## config.mk

```make
export PLATFORM = sky130hd
export DESIGN_NAME = uart_reg_responder
export DESIGN_NICKNAME = d
export VERILOG_FILES = /design/src/rtl/uart_reg_pkg.sv /design/src/rtl/uart_rx_fifo.sv /design/src/rtl/uart_reg_responder.sv
export SDC_FILE = /design/constraint.sdc
export NUM_CORES = 1
export LEC_CHECK = 0
export ABC_AREA = 0
export CAP_MARGIN = 0
export CORE_MARGIN = 2
export CORE_UTILIZATION = 45
export CTS_BUF_LIST = sky130_fd_sc_hd__clkbuf_8
export CTS_CLUSTER_DIAMETER = 80
export DETAILED_ROUTE_END_ITERATION = 10
export GPL_ROUTABILITY_DRIVEN = 1
export HOLD_SLACK_MARGIN = 0.03
export PLACE_DENSITY = 0.66
export SLEW_MARGIN = 25
export SYNTH_ARGS = -nofsm -noshare
export SYNTH_HDL_FRONTEND = slang
export SYNTH_SLANG_ARGS = --single-unit
```

## constraint.sdc

```tcl
create_clock -name clock -period 5.7 [get_ports clock]
set_input_delay 1.14 -clock clock [delete_from_list [all_inputs] [get_ports clock]]
set_output_delay 1.14 -clock clock [all_outputs]
set_load 0.005 [all_outputs]
```

## src/rtl/uart_reg_pkg.sv

```systemverilog
// Shared definitions for the UART register responder: register offsets,
// STATUS/CONTROL bit positions and the serial FSM state encodings.
package uart_reg_pkg;

    localparam logic [1:0] REG_DATA    = 2'd0;
    localparam logic [1:0] REG_STATUS  = 2'd1;
    localparam logic [1:0] REG_CONTROL = 2'd2;
    localparam logic [1:0] REG_DIV     = 2'd3;

    localparam int ST_TX_READY   = 0;
    localparam int ST_RX_VALID   = 1;
    localparam int ST_RX_OVERRUN = 2;
    localparam int ST_FRAME_ERR  = 3;
    localparam int ST_FIFO_FULL  = 4;

    localparam int CTL_ENABLE   = 0;
    localparam int CTL_RX_IE    = 1;
    localparam int CTL_LOOPBACK = 2;

    localparam int MIN_DIV = 4;

    typedef enum logic [1:0] {RX_IDLE, RX_START, RX_DATA, RX_STOP} rx_state_e;
    typedef enum logic [1:0] {TX_IDLE, TX_START, TX_DATA, TX_STOP} tx_state_e;

endpackage

```

## src/rtl/uart_rx_fifo.sv

```systemverilog
// Synchronous FIFO for received bytes. A push on a full FIFO succeeds when a
// pop happens in the same cycle; pointers carry one extra wrap bit.
module uart_rx_fifo #(
    parameter int DEPTH = 4,
    parameter int WIDTH = 8
) (
    input  logic             clock,
    input  logic             reset_n,
    input  logic             push,
    input  logic [WIDTH-1:0] push_data,
    input  logic             pop,
    output logic [WIDTH-1:0] head,
    output logic             full,
    output logic             empty
);
    localparam int AW = $clog2(DEPTH);
    localparam logic [AW:0] PTR_ONE = (AW + 1)'(1);

    logic [AW:0]      wr_ptr, rd_ptr;
    logic [WIDTH-1:0] mem [DEPTH];
    logic             do_push, do_pop;

    assign empty   = (wr_ptr == rd_ptr);
    assign full    = (wr_ptr[AW] != rd_ptr[AW]) && (wr_ptr[AW-1:0] == rd_ptr[AW-1:0]);
    assign do_pop  = pop && !empty;
    assign do_push = push && (!full || do_pop);
    assign head    = mem[rd_ptr[AW-1:0]];

    always_ff @(posedge clock or negedge reset_n) begin
        if (!reset_n) begin
            wr_ptr <= '0;
            rd_ptr <= '0;
        end else begin
            if (do_push) wr_ptr <= wr_ptr + PTR_ONE;
            if (do_pop)  rd_ptr <= rd_ptr + PTR_ONE;
        end
    end

    always_ff @(posedge clock) begin
        if (do_push) mem[wr_ptr[AW-1:0]] <= push_data;
    end

endmodule

```

## src/rtl/uart_reg_responder.sv

```systemverilog
// UART on the io_reg_* bus: DATA/STATUS/CONTROL/DIV registers, RX FIFO, TX.
// Optional macro UART_LOOPBACK_EN adds CONTROL.loopback (RX fed from TX).
module uart_reg_responder
    import uart_reg_pkg::*;
#(
    parameter int DEFAULT_DIV   = 434,
    parameter int RX_FIFO_DEPTH = 4,
    parameter int DIV_W         = 16
) (
    input  logic        clock,
    input  logic        reset_n,
    input  logic        io_reg_valid,
    input  logic [31:0] io_reg_addr,
    input  logic [31:0] io_reg_wdata,
    input  logic        io_reg_wen,
    input  logic        io_reg_ren,
    output logic [31:0] io_reg_rdata,
    output logic        io_reg_ready,
    input  logic        io_uart_rx,
    output logic        io_uart_tx,
    output logic        io_irq
);
`ifdef UART_LOOPBACK_EN
    localparam logic [2:0] CTRL_MASK = 3'b111;
`else
    localparam logic [2:0] CTRL_MASK = 3'b011;
`endif
    localparam logic [DIV_W-1:0] ONE       = DIV_W'(1);
    localparam logic [DIV_W-1:0] DIV_RESET = DIV_W'(DEFAULT_DIV);

    logic             ready_q, overrun_q, frame_err_q;
    logic [31:0]      rdata_q, rd_mux;
    logic [2:0]       ctrl_q;
    logic [DIV_W-1:0] div_q;
    logic             accept, is_wr, is_rd, enable, tx_ready, tx_load;
    logic [1:0]       reg_sel;
    logic [4:0]       status_w;
    logic             fifo_full, fifo_empty, fifo_pop;
    logic [7:0]       fifo_head;
    logic             rx_in, rx_s, rx_prev, rx_push, rx_ferr_set, tx_line;
    logic [1:0]       rx_sync;
    logic             unused_addr_bits;

    rx_state_e        rx_state, rx_state_d;
    logic [DIV_W-1:0] rx_cnt, rx_cnt_d, rx_div_q, rx_div_d;
    logic [2:0]       rx_bit, rx_bit_d;
    logic [7:0]       rx_shift, rx_shift_d;
    tx_state_e        tx_state, tx_state_d;
    logic [DIV_W-1:0] tx_cnt, tx_cnt_d, tx_div_q, tx_div_d;
    logic [2:0]       tx_bit, tx_bit_d;
    logic [7:0]       tx_shift, tx_shift_d;

    assign unused_addr_bits = ^{io_reg_addr[31:4], io_reg_addr[1:0]};

    // The held request is accepted once; ready_q masks it during the pulse
    assign accept   = io_reg_valid && !ready_q;
    assign is_wr    = io_reg_wen;
    assign is_rd    = io_reg_ren && !io_reg_wen;
    assign reg_sel  = io_reg_addr[3:2];
    assign enable   = ctrl_q[CTL_ENABLE];
    assign tx_ready = (tx_state == TX_IDLE);
    assign fifo_pop = accept && is_rd && (reg_sel == REG_DATA) && !fifo_empty;
    assign tx_load  = accept && is_wr && (reg_sel == REG_DATA) && tx_ready && enable;

    assign io_reg_ready = ready_q;
    assign io_reg_rdata = rdata_q;
    assign io_uart_tx   = tx_line;
    assign io_irq       = !fifo_empty && ctrl_q[CTL_RX_IE];

    always_comb begin
        status_w                = '0;
        status_w[ST_TX_READY]   = tx_ready;
        status_w[ST_RX_VALID]   = !fifo_empty;
        status_w[ST_RX_OVERRUN] = overrun_q;
        status_w[ST_FRAME_ERR]  = frame_err_q;
        status_w[ST_FIFO_FULL]  = fifo_full;
        rd_mux                  = '0;
        case (reg_sel)
            REG_DATA:    if (!fifo_empty) rd_mux[7:0] = fifo_head;
            REG_STATUS:  rd_mux[4:0] = status_w;
            REG_CONTROL: rd_mux[2:0] = ctrl_q;
            default:     rd_mux[DIV_W-1:0] = div_q;
        endcase
    end

    always_ff @(posedge clock or negedge reset_n) begin
        if (!reset_n) begin
            ready_q     <= 1'b0;
            rdata_q     <= '0;
            ctrl_q      <= '0;
            div_q       <= DIV_RESET;
            overrun_q   <= 1'b0;
            frame_err_q <= 1'b0;
        end else begin
            ready_q <= accept;
            rdata_q <= (accept && is_rd) ? rd_mux : '0;
            if (accept && is_wr) begin
                case (reg_sel)
                    REG_STATUS: begin
                        if (io_reg_wdata[ST_RX_OVERRUN]) overrun_q   <= 1'b0;
                        if (io_reg_wdata[ST_FRAME_ERR])  frame_err_q <= 1'b0;
                    end
                    REG_CONTROL: ctrl_q <= io_reg_wdata[2:0] & CTRL_MASK;
                    REG_DIV: div_q <= (io_reg_wdata < 32'(MIN_DIV)) ? DIV_W'(MIN_DIV)
                                                                     : io_reg_wdata[DIV_W-1:0];
                    default: ;
                endcase
            end
            // A new error event wins over a simultaneous W1C
            if (rx_push && fifo_full && !fifo_pop) overrun_q <= 1'b1;
            if (rx_ferr_set) frame_err_q <= 1'b1;
        end
    end

    uart_rx_fifo #(.DEPTH(RX_FIFO_DEPTH), .WIDTH(8)) u_rx_fifo (
        .clock     (clock),
        .reset_n   (reset_n),
        .push      (rx_push),
        .push_data (rx_shift),
        .pop       (fifo_pop),
        .head      (fifo_head),
        .full      (fifo_full),
        .empty     (fifo_empty)
    );

`ifdef UART_LOOPBACK_EN
    assign rx_in = ctrl_q[CTL_LOOPBACK] ? tx_line : io_uart_rx;
`else
    assign rx_in = io_uart_rx;
`endif
    assign rx_s = rx_sync[1];

    always_ff @(posedge clock or negedge reset_n) begin
        if (!reset_n) begin
            rx_sync  <= 2'b11;
            rx_prev  <= 1'b1;
            rx_state <= RX_IDLE;
            rx_cnt   <= '0;
            rx_bit   <= '0;
            rx_shift <= '0;
            rx_div_q <= DIV_RESET;
            tx_state <= TX_IDLE;
            tx_cnt   <= '0;
            tx_bit   <= '0;
            tx_shift <= '0;
            tx_div_q <= DIV_RESET;
        end else begin
            rx_sync  <= {rx_sync[0], rx_in};
            rx_prev  <= rx_s;
            rx_state <= rx_state_d;
            rx_cnt   <= rx_cnt_d;
            rx_bit   <= rx_bit_d;
            rx_shift <= rx_shift_d;
            rx_div_q <= rx_div_d;
            tx_state <= tx_state_d;
            tx_cnt   <= tx_cnt_d;
            tx_bit   <= tx_bit_d;
            tx_shift <= tx_shift_d;
            tx_div_q <= tx_div_d;
        end
    end

    // RX: start bit re-checked at half a bit, data and stop sampled mid-bit
    always_comb begin
        rx_state_d  = rx_state;
        rx_cnt_d    = rx_cnt + ONE;
        rx_bit_d    = rx_bit;
        rx_shift_d  = rx_shift;
        rx_div_d    = rx_div_q;
        rx_push     = 1'b0;
        rx_ferr_set = 1'b0;
        case (rx_state)
            RX_IDLE: begin
                rx_cnt_d = '0;
                if (rx_prev && !rx_s) begin
                    rx_state_d = RX_START;
                    rx_div_d   = div_q;
                end
            end
            RX_START: if (rx_cnt == (rx_div_q >> 1) - ONE) begin
                rx_cnt_d   = '0;
                rx_bit_d   = '0;
                rx_state_d = rx_s ? RX_IDLE : RX_DATA;
            end
            RX_DATA: if (rx_cnt == rx_div_q - ONE) begin
                rx_cnt_d   = '0;
                rx_shift_d = {rx_s, rx_shift[7:1]};
                rx_bit_d   = rx_bit + 3'd1;
                if (rx_bit == 3'd7) rx_state_d = RX_STOP;
            end
            default: if (rx_cnt == rx_div_q - ONE) begin
                rx_cnt_d    = '0;
                rx_state_d  = RX_IDLE;
                rx_push     = rx_s;
                rx_ferr_set = !rx_s;
            end
        endcase
        if (!enable) begin
            rx_state_d  = RX_IDLE;
            rx_push     = 1'b0;
            rx_ferr_set = 1'b0;
        end
    end

    // TX: the divisor is captured at load so a DIV write never stretches a frame
    always_comb begin
        tx_state_d = tx_state;
        tx_cnt_d   = tx_cnt + ONE;
        tx_bit_d   = tx_bit;
        tx_shift_d = tx_shift;
        tx_div_d   = tx_div_q;
        tx_line    = 1'b1;
        case (tx_state)
            TX_IDLE: begin
                tx_cnt_d = '0;
                if (tx_load) begin
                    tx_state_d = TX_START;
                    tx_shift_d = io_reg_wdata[7:0];
                    tx_div_d   = div_q;
                end
            end
            TX_START: begin
                tx_line = 1'b0;
                if (tx_cnt == tx_div_q - ONE) begin
                    tx_cnt_d   = '0;
                    tx_bit_d   = '0;
                    tx_state_d = TX_DATA;
                end
            end
            TX_DATA: begin
                tx_line = tx_shift[0];
                if (tx_cnt == tx_div_q - ONE) begin
                    tx_cnt_d   = '0;
                    tx_shift_d = tx_shift >> 1;
                    tx_bit_d   = tx_bit + 3'd1;
                    if (tx_bit == 3'd7) tx_state_d = TX_STOP;
                end
            end
            default: if (tx_cnt == tx_div_q - ONE) begin
                tx_cnt_d   = '0;
                tx_state_d = TX_IDLE;
            end
        endcase
    end

endmodule

```

* Yosys cells after proc, flatten, opt, wreduce, memory -nomap -nowiden
Memory sizes are Yosys's and may differ from the RTL's. Index checks and enable logic that the tools add are counted.
Cells by class: add/sub/neg operators 9, $lt $le $gt $ge 1, equality and inequality tests 26, reduce and logical (&&, ||, !) cells 51, muxes and demuxes 52
Operators by type and width (number):
- $mux W16 | 6
- $eq A16 B16 Y1 | 3
- $add A16 B1 Y16 const B | 2
- $lt A32 B3 Y1 const B | 1
- $mux W8 | 4
- $pmux W16 S2 | 1
- $sub A16 B1 Y16 const B | 2
- $mux W2 | 12
- $reduce_bool A2 Y1 | 10
- $pmux W2 S3 | 3
- $pmux W3 S2 | 3
- $logic_and A1 B1 Y1 | 16
- $mux W1 | 16
- $pmux W8 S2 | 1
- $sub A15 B1 Y16 const B | 1
- $reduce_and A3 Y1 | 5
- $add A3 B1 Y3 const B | 4
- $mux W3 | 4
- $ne A3 B3 Y1 const B | 4
- $ne A2 B2 Y1 const B | 5
- $reduce_and A2 Y1 | 5
- $reduce_and A5 Y1 | 2
- $pmux W3 S3 | 1
- $eq A2 B2 Y1 const B | 4
- 13 further kinds | 24
Storage, ports and cells: word-level logic and storage cells 160, bits of input ports 70, output and inout bits 35, bits in registers 136, bits in writable memories 32, memories 1
Memory list:
- u_rx_fifo.mem | words 4, bits a word 8, read ports 1, clocked after memory_dff 0, wr ports 1, line uart_rx_fifo.sv:20 | logic [WIDTH-1:0] mem [DEPTH];

* Longest topological paths before layout
depth in word-level cells 10, mapped depth 12, depth with buffers taken out 9

* Hierarchy
Synthesis repeated with hierarchy kept, for this count alone.
Unflattened totals: cells, all modules 793, area, all modules 8933.6 um^2
Modules (own cells, without submodules):
- uart_reg_responder | cells an instance 708, times used 1, area an instance 7330.8 um^2
- uart_rx_fifo | cells an instance 85, times used 1, area an instance 1602.8 um^2

* Least setup slack after synthesis
OpenSTA, ideal clock, no wires.
path type reg2reg, from register rx_div_q[2], to memory u_rx_fifo.mem[0][0], enable pin, stages on the path, launching flop included 12, slack 2073 ps, setup time 371 ps, data arrival time 3256 ps, data required time 5329 ps, clock period less this slack 3627 ps, buffers on the path 2, cell sequence dfrtp_1 -> inv_1 -> ha_1 -> nor4b_1 -> nand3_1 -> a211oi_1 -> o22ai_1 -> or4_1 -> buf_2 -> or4_4 -> buf_6 -> nor2_1
Between the ends: longest elaborated chain between the ends 8
RTL lines:
- from (decl) | line uart_reg_responder.sv:45 | logic [DIV_W-1:0] rx_cnt, rx_cnt_d, rx_div_q, rx_div_d;
- from (signal assigned) | line uart_reg_responder.sv:154 | rx_div_q <= rx_div_d;
- $sub A16 B1 Y16 | line uart_reg_responder.sv:191 | default: if (rx_cnt == rx_div_q - ONE) begin
- $eq A16 B16 Y1 | line uart_reg_responder.sv:191
- $mux W1 | line uart_reg_responder.sv:191
- $mux W1 | line uart_reg_responder.sv:172 | case (rx_state)
- $mux W1 | line uart_reg_responder.sv:198 | if (!enable) begin
- $logic_and A1 B1 Y1 | line uart_rx_fifo.sv:26 | assign do_push = push && (!full || do_pop);
- $mux W1 | line uart_rx_fifo.sv:40 | if (do_push) mem[wr_ptr[AW-1:0]] <= push_data;
- $mux W1 (not written as such) | line uart_rx_fifo.sv:40
- to (decl) | line uart_rx_fifo.sv:20
Every way passes these cells.

* Final worst setup path
from register rx_div_q[2], to memory u_rx_fifo.mem[1][6], enable pin
Same word-level chain as after synthesis.

==> metrics list <==
* Vias in the first global route: 6,314
- Entering global routing, the biggest net connects 95 pins.
- TritonCTS clock tree: built
- H-tree levels: 4
- Of the synthesized area, sequential elements account for 0.483.
* IO Pins: 105
* Area share of the largest cell type after synthesis: 0.325
- In the final timing run, aggregate negative setup slack is 0 ns.
* Number of port buffers: 58
- The number of clock buffers added by TritonCTS is 17.
* Crit path DAT: 4.52 ns
* Shortest clock period the worst path allows after layout: 4.40 ns
- Summing internal, switching and leakage power gives between 0.002 and 0.003 W.
* Post-route DRC: 0
- Top cells by area, synth: dfrtp_1 (33%), edfxtp_1 (11%), dfstp_2 (5.2%), mux2_2 (4.7%), xor2_1 (4.4%)
- Die height: 146 µm
* Most instantiated cells after synthesis: dfrtp_1 (118), nand2_1 (70), nor2_1 (54)
- Leading area contributor after synthesis: dfrtp_1
* Post-CTS Repair Setup Buffers: 0
- F_max: 227 MHz
- Clock sink count: 168
- At the pin with the least slew margin, the transition time is about 0.94 ns.
- CTS Root Cell: clkbuf_8
* Initial DRC count: 511
- Setup slack, reg-to-reg: around 1.3 ns
- The Yosys step of the flow raised 0 warnings.
- The most common cell in the synthesized netlist is dfrtp_1.
- First-pass GRT wire length: 33.3 mm
- Routed wirelength normalized by instance count: 16.9 µm
- Standard-cell row count: between 50 and 60
* Drt pass-1 iters: 5
* LEAKAGE: 4.34 nW
- Wire length after detailed routing: just under 20 mm
- Buffers from clock root to sink, at most: 2
- Final hold violation count: 0
- Count of hold-fix buffers inserted at cts: 0
- Cell area after synthesis: 9080 µm²
- Setup repair after global routing left no endpoint under its margin.
- Final setup vio count: 0
- The total area inside the core boundary comes to roughly 20,000 µm².
- The synthesized design contains 32 enable-type register cells.
* Mapped Cells: approximately 860
- The congestion estimate from routability-driven global placement came to 0.886.
- Layout Skew: 0.0204 ns
- The final max-slew violation count came to 0.
* Worst Setup Path Type: flop to flop
- Clock-pin slew was measured on the worst setup and hold paths at roughly 0.12 ns.
- For this run, the post-layout net count is 985.
- Overall via count from detail_route: between 6,000 and 7,000
* Area Overhead vs Synth: 12.8%
- Overflow left after global routing: 0
- Post-synthesis cell type count: 75
* Biggest fanout along the worst timing path: 8
- Worst setup EP type: flop
- Smallest hold slack: 0.364 ns
- The path class of the tightest hold or removal check is flop to flop.
* Insertion delay of the later-clocked pin in the worst-skew pair: 0.49 ns
- The synthesized design contains 168 register bits.
- 0 antenna diodes ended up in the layout.
- Using the TritonRoute via totals, the vias-per-cell ratio works out to 5.53.
* Data required time of the critical path: between 5 and 6 ns
* Gr usage total: 0.194
- STA classifies the critical path startpoint as a flop.
- Slew headroom: 0.368
* VDD IR max: roughly 180 µV
* Total Die Area: 21,300 µm²
- Dividing total power by cell area gives a power density of 286 nW/µm².
- After synthesis, the share of flip-flops with an asynchronous set or reset is 0.810.
- The number of gates resized after CTS was 0.
* Number of routed nets with antenna violations: 0
- Each instance of the synthesized netlist takes up on average about 11 µm².
- Max-capacitance violation count: 0
* Initial core utilization: 0.462
- The most used flip-flop cell after synthesis is dfrtp_1.
- Layout cells sized above 1: 0.127
- The run finished with clean final reports.
- DPL Wire Length: ~14 mm
- The initial antenna violation count is 0.
- Die span in x: 146 µm
* Share of the clock period used by the worst path after layout: 0.772
registers in the layout, summed over array words and instances, names as in the netlist:
| register | cells |
|---|---|
| rx_sync | 2 |
| rx_state | 2 |
| rx_bit | 3 |
| overrun_q | 1 |
| rx_prev | 1 |
| tx_cnt | 16 |
| rx_cnt | 16 |
| rx_shift | 8 |
| u_rx_fifo.mem | 32 |
| io_reg_rdata | 16 |
| tx_div_q | 16 |
| tx_state | 2 |
| ctrl_q | 2 |
| io_reg_ready | 1 |
| div_q | 16 |
| frame_err_q | 1 |
| u_rx_fifo.rd_ptr | 3 |
| u_rx_fifo.wr_ptr | 3 |
| tx_shift | 8 |
| rx_div_q | 16 |
| tx_bit | 3 |
power breakdown:
part	internal (W)	total, W	switching [W]
Combinational	0.000263	0.000518	0.000255
Sequential	0.00132	0.00149	0.000171
Clock	0.000354	0.000918	0.000563
Total	0.00194	0.00293	0.000990
cell type report:
| type | count | area [µm²] |
|---|---|---|
| Multi-Input combinational cell | 615 | 4330 |
| Sequential cell | 168 | 4390 |
| Clock inverter | 15 | 219 |
| Tap cell | 265 | 332 |
| Inverter | 31 | 116 |
| Fill cell | 1815 | 9410 |
| Clock buffer | 17 | 234 |
| Timing Repair Buffer | 64 | 627 |
placed cells by master, fill, tap and decap left out, drive strengths merged, types with 8 or more instances in the layout:
cell           count
a211oi            10
a21oi             35
and2              13
and3              17
clkbuf            17
clkdlybuf4s50     57
clkinv             8
conb              16
dfrtp            118
dfstp             18
edfxtp            32
ha                18
inv               38
mux2              39
mux2i             11
mux4               8
nand2             70
nand2b            12
nand3             33
nand4              9
nor2              54
nor2b             10
nor3              17
nor4              14
o21ai             19
o22ai             12
or3                9
or4                8
xnor2             42
xor2              46
stage by stage:
| step | cells | cell area [µm²] | setup WS, ns | util |
|---|---|---|---|---|
| global placement | 1143 | 9790 | 1.42 | 0.498 |
| detailed placement | 1143 | 9790 | 1.39 | 0.498 |
| CTS | 1175 | 10200 | 1.38 | 0.521 |
| global route | 1175 | 10200 | 1.01 | 0.521 |
| floorplan | 876 | 9140 | 2.07 | - |
| finish | 1175 | 10200 | 1.30 | 0.521 |
worst max-delay path: stages, from the launching register on:
cell and delay (ns):
dfrtp_1 0.46, inv_1 0.12, ha_1 0.21, nor4b_1 0.66, nand3_1 0.26, a211oi_1 0.27, o22ai_1 0.16, or4_1 0.66
or4_4 0.63, nor2_1 0.63
layer usage:
metal	share of wire	GRT usage	routed length, µm	vias to the layer above
met5	0	0	0	-
met4	0.021	0.0641	422	0
met3	0.040	0.0441	798	27
met2	0.45	0.297	9040	144
met1	0.48	0.274	9610	3190
li1	-	-	-	3133
logic make-up after synthesis:
| group | Yosys count | share of synthesized area |
|---|---|---|
| buf+inv | 93 | 0.0477 |
| simple gates | 292 | 0.169 |
| compound gates | 143 | 0.109 |
| flops | 168 | 0.483 |
| mux | 58 | 0.0807 |
| fa+ha+maj | 18 | 0.0248 |
| xor+xnor | 88 | 0.0849 |
| other cells | 1 | 0.000413 |
worst paths after layout:
kind                              from                   to  cells past startpoint
setup / recovery           rx_div_q[2]  u_rx_fifo.mem[1][6]                      9
hold / removal              rx_sync[0]           rx_sync[1]                      0
setup reg to reg           rx_div_q[2]  u_rx_fifo.mem[1][6]                      9
hold reg to reg             rx_sync[0]           rx_sync[1]                      0
max in group asynchronous      reset_n             div_q[8]                      2
min in group asynchronous      reset_n          tx_state[1]                      1
Power figures use the tool's default switching activity.
